[config.mk]
export PLATFORM = sky130hd
export DESIGN_NAME = sprite_addr_gen
export DESIGN_NICKNAME = d
export VERILOG_FILES = /design/src/rtl/sprite_addr_gen.sv
export SDC_FILE = /design/constraint.sdc
export NUM_CORES = 1
export LEC_CHECK = 0
export CAP_MARGIN = 30
export CORE_MARGIN = 2
export CORE_UTILIZATION = 61
export CTS_CLUSTER_SIZE = 16
export DETAILED_ROUTE_END_ITERATION = 8
export PLACE_DENSITY = 0.84
export SLEW_MARGIN = 30
export SYNTH_ARGS = -nofsm -noshare
export SYNTH_HDL_FRONTEND = slang
export SYNTH_SLANG_ARGS = --single-unit
[constraint.sdc]
create_clock -name i_clk -period 20.5 [get_ports i_clk]
set_clock_uncertainty 0.05 [all_clocks]
set_input_delay 4.1 -clock i_clk [delete_from_list [all_inputs] [get_ports i_clk]]
set_output_delay 4.1 -clock i_clk [all_outputs]
set_load 0.02 [all_outputs]
[src/rtl/sprite_addr_gen.sv]
// Pipelined sprite-sheet address generator for the VGA object path: scales the raster,
// hit-tests a shadowed on-screen rectangle and emits an animated, optionally mirrored ROM address.
module sprite_addr_gen #(
    parameter int SHEET_W      = 240,
    parameter int ADDR_W       = 16,
    parameter int SCALE_NUM    = 3,
    parameter int SCALE_SHIFT  = 3,
    parameter int FRAMES       = 4,
    parameter int FRAME_PERIOD = 8,
    localparam int FI_W        = (FRAMES > 1) ? $clog2(FRAMES) : 1
) (
    input  logic              i_clk,
    input  logic              i_rst,
    input  logic [9:0]        i_vga_h,
    input  logic [9:0]        i_vga_v,
    input  logic              i_pix_valid,
    input  logic              i_frame_tick,
    input  logic              i_anim_en,
    input  logic              i_anim_restart,
    input  logic              i_mirror,
    input  logic [9:0]        i_mem_pivot_h,
    input  logic [9:0]        i_mem_pivot_v,
    input  logic [9:0]        i_frame_stride,
    input  logic [9:0]        i_pivot_h,
    input  logic [9:0]        i_pivot_v,
    input  logic [9:0]        i_width,
    input  logic [9:0]        i_height,
    output logic [ADDR_W-1:0] o_addr,
    output logic              o_en,
    output logic [FI_W-1:0]   o_frame_idx
);

    localparam int TC_W = (FRAME_PERIOD > 1) ? $clog2(FRAME_PERIOD) : 1;

    logic              r_mirror;
    logic [9:0]        r_memPivotH;
    logic [9:0]        r_memPivotV;
    logic [9:0]        r_frameStride;
    logic [9:0]        r_pivotH;
    logic [9:0]        r_pivotV;
    logic [9:0]        r_width;
    logic [9:0]        r_height;
    logic [TC_W-1:0]   r_tickCnt;
    logic [FI_W-1:0]   r_frameIdx;
    logic [9:0]        r_h;
    logic [9:0]        r_v;
    logic              r_validD;
    logic              r_en;
    logic [ADDR_W-1:0] r_addr;

    logic [10:0]       w_hProd;
    logic [10:0]       w_vProd;
    logic [9:0]        w_hScaled;
    logic [9:0]        w_vScaled;
    logic [10:0]       w_hEnd;
    logic [10:0]       w_vEnd;
    logic              w_hit;
    logic [9:0]        w_dh;
    logic [9:0]        w_dhEff;
    logic [9:0]        w_dv;
    logic [ADDR_W-1:0] w_addr;

    // Geometry is only sampled at vblank so a frame is always drawn with one consistent setup.
    always_ff @(posedge i_clk) begin
        if (i_rst) begin
            r_mirror      <= 1'b0;
            r_memPivotH   <= '0;
            r_memPivotV   <= '0;
            r_frameStride <= '0;
            r_pivotH      <= '0;
            r_pivotV      <= '0;
            r_width       <= '0;
            r_height      <= '0;
        end else if (i_frame_tick) begin
            r_mirror      <= i_mirror;
            r_memPivotH   <= i_mem_pivot_h;
            r_memPivotV   <= i_mem_pivot_v;
            r_frameStride <= i_frame_stride;
            r_pivotH      <= i_pivot_h;
            r_pivotV      <= i_pivot_v;
            r_width       <= i_width;
            r_height      <= i_height;
        end
    end

    // Restart beats a same-cycle advance; with FRAMES=1 the wrap compare keeps the index at 0.
    always_ff @(posedge i_clk) begin
        if (i_rst || i_anim_restart) begin
            r_tickCnt  <= '0;
            r_frameIdx <= '0;
        end else if (i_frame_tick && i_anim_en) begin
            if (r_tickCnt == TC_W'(FRAME_PERIOD - 1)) begin
                r_tickCnt  <= '0;
                r_frameIdx <= (r_frameIdx == FI_W'(FRAMES - 1)) ? '0 : r_frameIdx + 1'b1;
            end else begin
                r_tickCnt <= r_tickCnt + 1'b1;
            end
        end
    end

    assign w_hProd   = {1'b0, i_vga_h} * 11'(SCALE_NUM);
    assign w_vProd   = {1'b0, i_vga_v} * 11'(SCALE_NUM);
    assign w_hScaled = 10'(w_hProd >> SCALE_SHIFT);
    assign w_vScaled = 10'(w_vProd >> SCALE_SHIFT);

    always_ff @(posedge i_clk) begin
        if (i_rst) begin
            r_h      <= '0;
            r_v      <= '0;
            r_validD <= 1'b0;
        end else begin
            r_h      <= w_hScaled;
            r_v      <= w_vScaled;
            r_validD <= i_pix_valid;
        end
    end

    // Box ends are 11 bits wide so an object touching the right/bottom limit cannot wrap.
    assign w_hEnd  = {1'b0, r_pivotH} + {1'b0, r_width};
    assign w_vEnd  = {1'b0, r_pivotV} + {1'b0, r_height};
    assign w_hit   = r_validD
                   && (r_h >= r_pivotH) && ({1'b0, r_h} < w_hEnd)
                   && (r_v >= r_pivotV) && ({1'b0, r_v} < w_vEnd);
    assign w_dh    = r_h - r_pivotH;
    assign w_dv    = r_v - r_pivotV;
    assign w_dhEff = r_mirror ? (r_width - 10'd1 - w_dh) : w_dh;

    // Modular ADDR_W arithmetic gives the same low bits as a full-precision sum truncated afterwards.
    assign w_addr  = ADDR_W'(r_memPivotH)
                   + ADDR_W'(r_frameIdx) * ADDR_W'(r_frameStride)
                   + ADDR_W'(w_dhEff)
                   + ADDR_W'(SHEET_W) * (ADDR_W'(r_memPivotV) + ADDR_W'(w_dv));

    always_ff @(posedge i_clk) begin
        if (i_rst) begin
            r_en   <= 1'b0;
            r_addr <= '0;
        end else begin
            r_en   <= w_hit;
            r_addr <= w_hit ? w_addr : '0;
        end
    end

    assign o_addr      = r_addr;
    assign o_en        = r_en;
    assign o_frame_idx = r_frameIdx;

endmodule

==> results of run 1 <==
path summary, 6_finish.rpt:
path	from	end	slack [ns]	cells after the start
min reg2reg	r_memPivotH[7]	r_memPivotH[7]	0.46	2
max reg2reg	r_pivotV[1]	o_addr[15]	13.02	29
min	r_memPivotH[7]	r_memPivotH[7]	0.46	2
max	r_pivotV[1]	o_addr[15]	13.02	29
cell type report:
type                            count  area share [%]
Inverter                          106            3.82
Clock buffer                       10            2.20
Multi-Input combinational cell    736            58.8
Tap cell                          180            2.16
Sequential cell                   110            21.2
Clock inverter                      6           0.685
Timing Repair Buffer              117            11.1
layer usage:
layer / vias to the layer above / track usage [%] / wire length [um]
met2: 144 / 39.0 / 8130
met4: 0 / 8.53 / 374
met3: 28 / 3.39 / 801
met1: 3141 / 32.0 / 8530
li1: 3518 / - / -
met5: - / 0 / 0
cells by family after synthesis:
group | Yosys count | share of synthesized area, %
and+or+nand+nor | 247 | 12.4
muxes | 77 | 8.75
AOI/OAI and AO/OA | 162 | 12.2
DFF | 110 | 25.0
adders and majority gates | 170 | 27.8
buffers and inverters | 130 | 5.59
xor gates and xnor gates | 80 | 8.34
flip-flops by register name (all words and copies together) (netlist names):
| name | cells |
|---|---|
| r_width | 10 |
| o_addr | 16 |
| r_validD | 1 |
| r_memPivotV | 10 |
| r_v | 8 |
| r_pivotV | 10 |
| r_frameStride | 10 |
| r_memPivotH | 10 |
| r_height | 10 |
| r_pivotH | 10 |
| r_tickCnt | 3 |
| r_h | 8 |
| o_en | 1 |
| o_frame_idx | 2 |
| r_mirror | 1 |
metrics by stage:
stage          util [%]  instances  area [um2]
3_3_place_gp       72.3       1249       10100
5_1_grt            74.4       1265       10400
6_report           74.4       1265       10400
4_1_cts            74.4       1265       10400
2_1_floorplan         -        976        8820
3_5_place_dp       72.3       1249       10100
synthesized netlist by cell type, types with 4 or more instances:
cell type	count	share of area [%]
clkbuf_1	19	0.81
and3_1	4	0.28
a21oi_1	57	3.2
o21ai_1	6	0.34
xor2_1	22	2.2
nor3b_1	6	0.51
o21a_1	5	0.43
ha_1	125	18
fa_1	44	10
dfxtp_1	110	25
nor2_1	127	5.4
nand2_1	45	1.9
o21bai_1	17	1.4
a211oi_1	4	0.34
a21o_1	21	1.8
inv_1	106	4.5
o21ai_0	20	1.1
mux2i_1	76	8.6
nand3_1	7	0.40
nor2b_1	6	0.43
nor3_1	30	1.7
xnor2_1	55	5.5
worst min-delay path, delay by kind of cell, from the launching register on:
family	cells	cell delay (ns)
and+or+nand+nor	1	0.07
muxes	1	0.07
DFF	1	0.34
==> run summary, run 1 <==
Fmax = 134 MHz
I/O Pins = 116
Total Wirelength = 17.8 mm
Die X-Extent = 124 um
H-Tree Depth = 3
# DRC = 0
Max-slew headroom = 38.2%
Hold buffers post-CTS = 0
Clock Tree Buf Depth = 2
Worst-path maximum fanout = 6
Kind of critical path = flip-flop to flip-flop
Critical Path Most Common Cell = ha_1
Hold slack final = 0.455 ns
Later-pin clock latency in the skew report = 0.36 ns
Final worst slack = 13.02 ns
Required time of the critical path = 20.73 ns
Port Buf Inserts = 115
Starting Density = 63.1%
Clock sinks = 110
Hold Crit Class = flip-flop to flip-flop
Drt first pass iters = 4
WL/cell = 14.1 um
Register area = 2200 um2
First-pass GRT wire length = 30.6 mm
GRT Residual Overflow = 0
Pre-CTS setup slack = 13.16 ns
CP bufs+invs = 3
CP max stage delay = 0.52 ns
Cell variety after synth = 61
Setup TNS = 0 ns
Vias in the first global route = 6822
Status = finished clean
Vias per cell = 5.40
Area of the multi-input gates = 6130 um2
Worst setup EP type = flip-flop
Synthesized flop and latch total = 110
MaxCap Viol Count = 0
Setup crit start kind = flip-flop
RD Place Congestion = 0.899
Row cnt = 43
Worst slew pin tran = 0.927 ns
Post-synth ARST share = 0%
Global Route Usage Sum = 23.7%
Detail Route Antenna Nets = 0
TritonCTS buffer count = 9
Post-synthesis cell count = 976
Final nets = 1346
Final setup viols = 0
Fillers = 1029
Sequential area share after synthesis = 25.0%
Crit path max-delay cell type = fa_1
Post-synth EDFFs = 0
Die height = 124 um
Area grow syn2layout = 18.0%
CTS tree = yes
Antenna Cells = 0
Vias = 6831
Hold Fails Final Rpt = 0
Synthesized cell area = 8820 um2
WP data arrival = 7.71 ns
Main synth FF type = dfxtp_1
Initial antenna violation count = 0
Worst-path clk slew = 0.08 ns
Root buf cell = clkbuf_16
Layout cells sized above 1 = 3.41%
Synthesized area per cell = 9.04 um2
Largest net degree at the start of global routing = 95
Yosys warns = 0
Synth Net Count = 1242
Ratio of final minimum period to clock period = 36.5%
Post-layout min period = 7.48 ns
Setup Buffers After CTS = 0
Most frequent cells in the layout = nor2_1, ha_1, clkdlybuf4s50_1
Delay-heaviest family, CP = adder cells
Iteration-0 DRC Markers = 241
Area of the die = 15400 um2
RSZ-0062 raised after global routing = no
Commonest non-fill, non-tap cell in the layout = nor2_1
Post-CTS sizing = 0
Core area = 14000 um2
Max Slew Vio Count = 0
DP Wirelength = 14.2 mm
Power of run 1 is left out: the tool's default activity adds up to more than one toggle a clock period on the data nets, which glitch-free logic cannot reach.
==> inputs of run 2 (changes only) <==
- CORE_UTILIZATION: 61 -> 57
- PLACE_DENSITY: 0.84 -> 0.79
- clock period: 20.5 -> 7.7 ns (I/O delays scaled with it)
==> run summary, run 2 (synthesis gave the netlist of run 1 again) <==
Max Slew Vio Count = 0 (unchanged)
Pre-CTS setup slack = 0.385 ns (was 13.16 ns)
WL/cell = 14.3 um (was 14.1 um)
CTS tree = yes (unchanged)
WP data arrival = 7.30 ns (was 7.71 ns)
Commonest non-fill, non-tap cell in the layout = nor2_1 (unchanged)
Port Buf Inserts = 115 (unchanged)
Dpl cell area = 10100 um2 (about the same)
Dpl cells = 1257 (was 1249)
Status = finished clean (unchanged)
Antenna Cells = 0 (unchanged)
# DRC = 0 (unchanged)
Hold Crit Class = flip-flop to flip-flop (unchanged)
DP Wirelength = 14.3 mm (was 14.2 mm)
Iteration-0 DRC Markers = 287 (was 241)
Total Wirelength = 18.2 mm (was 17.8 mm)
Core area = 15100 um2 (was 14000 um2)
Vias = 6833 (was 6831)
Final worst slack = 0.633 ns (was 13.02 ns)
Row cnt = 45 (was 43)
I/O Pins = 116 (unchanged)
Clock Tree Buf Depth = 2 (unchanged)
Crit path max-delay cell type = fa_1 (unchanged)
Final setup viols = 0 (unchanged)
Detail Route Antenna Nets = 0 (unchanged)
Worst slew pin tran = 0.839 ns (was 0.927 ns)
Root buf cell = clkbuf_16 (unchanged)
Most frequent cells in the layout = nor2_1, ha_1, clkdlybuf4s50_1 (unchanged)
CP max stage delay = 0.56 ns (was 0.52 ns)
Setup crit start kind = flip-flop (unchanged)
Area of the die = 16500 um2 (was 15400 um2)
RD Place Congestion = 0.895 (was 0.899)
Hold Fails Final Rpt = 0 (unchanged)
Die X-Extent = 128 um (was 124 um)
Critical Path Most Common Cell = ha_1 (unchanged)
Post-layout min period = 7.07 ns (was 7.48 ns)
Worst setup EP type = flip-flop (unchanged)
Global Route Usage Sum = 23.2% (was 23.7%)
H-Tree Depth = 3 (unchanged)
Layout cells sized above 1 = 4.58% (was 3.41%)
Required time of the critical path = 7.94 ns (was 20.73 ns)
Worst-path clk slew = 0.07 ns (was 0.08 ns)
Vias per cell = 5.34 (was 5.40)
Final Cell Area = 10600 um2 (was 10400 um2)
Drt first pass iters = 4 (unchanged)
Number of flip-flops in the largest register = 16 (unchanged)
MaxCap Viol Count = 0 (unchanged)
Max-slew headroom = 43.9% (was 38.2%)
GRT Residual Overflow = 0 (unchanged)
Vias in the first global route = 6689 (was 6822)
Initial antenna violation count = 0 (unchanged)
First-pass GRT wire length = 30.8 mm (was 30.6 mm)
Largest net degree at the start of global routing = 95 (unchanged)
Setup TNS = 0 ns (unchanged)
Area grow syn2layout = 19.9% (was 18.0%)
Die height = 128 um (was 124 um)
Later-pin clock latency in the skew report = 0.36 ns (about the same)
Clock sinks = 110 (unchanged)
Kind of critical path = flip-flop to flip-flop (unchanged)
TritonCTS buffer count = 9 (unchanged)
Final nets = 1352 (was 1346)
Worst-path maximum fanout = 6 (unchanged)
Fmax = 142 MHz (was 134 MHz)
Non-Filler Instances = 1279 (was 1265)
Starting Density = 58.2% (was 63.1%)
Ratio of final minimum period to clock period = 91.8% (was 36.5%)
[run 2: changes by cell type in the layout (fill, tap and decap cells not counted), moves of 2 or more]
cell | before | now
xnor2_1 | 55 | 52
buf_4 | 3 | 7
clkbuf_8 | 0 | 2
xnor2_2 | 1 | 4
clkinv_4 | 2 | 0
buf_12 | 0 | 2
[run 2: cell type report]
cell class	instances	area (um2)
clock buffer	12	256
clock inverter	4	76.3
fill	1184	4570
inverter	106	398
multi-input combinational	736	6180
sequential	110	2200
tap	188	235
timing repair buffer	123	1230
[run 2: what timing repair did]
item,CTS,global route
hold buffers,0,0
setup endpoints to repair,0,1
resized for setup,0,9
buffers inserted,0,4
[run 2: per-stage QoR]
stage               hold WS [ns]  util, %
finish                     0.446     69.8
global route               0.470     69.8
CTS                        0.451     69.0
detailed placement         0.434     66.8
global placement           0.426     66.8
floorplan                  0.410        -
[run 2: layer usage]
layer	wire [um]	global-route usage, %	part of all wire, %	vias to the layer above
li1	-	-	-	3523
met4	405	9.31	2.2	0
met5	0	0	0	-
met2	8400	37.6	46	131
met1	8750	31.7	48	3147
met3	682	3.16	3.7	32
[run 2: final timing paths]
kind,start,to,slack [ns],cells past startpoint
setup / recovery,r_pivotV[1],o_addr[15],0.63,31
hold / removal,r_memPivotH[5],r_memPivotH[5],0.45,2
setup reg to reg,r_pivotV[1],o_addr[15],0.63,31
hold reg to reg,r_memPivotH[5],r_memPivotH[5],0.45,2
[run 2: worst max-delay path: cells and delay by family (launching register included)]
kind                     cells  cell delay, ns
buffers and inverters        3            0.25
XOR/XNOR                     4            1.10
flip-flops                   1            0.40
adder cells (fa/ha/maj)      7            2.54
AO/OA/AOI/OAI                8            1.60
AND/OR/NAND/NOR              9            1.05
Power of run 2 is left out for the same reason.
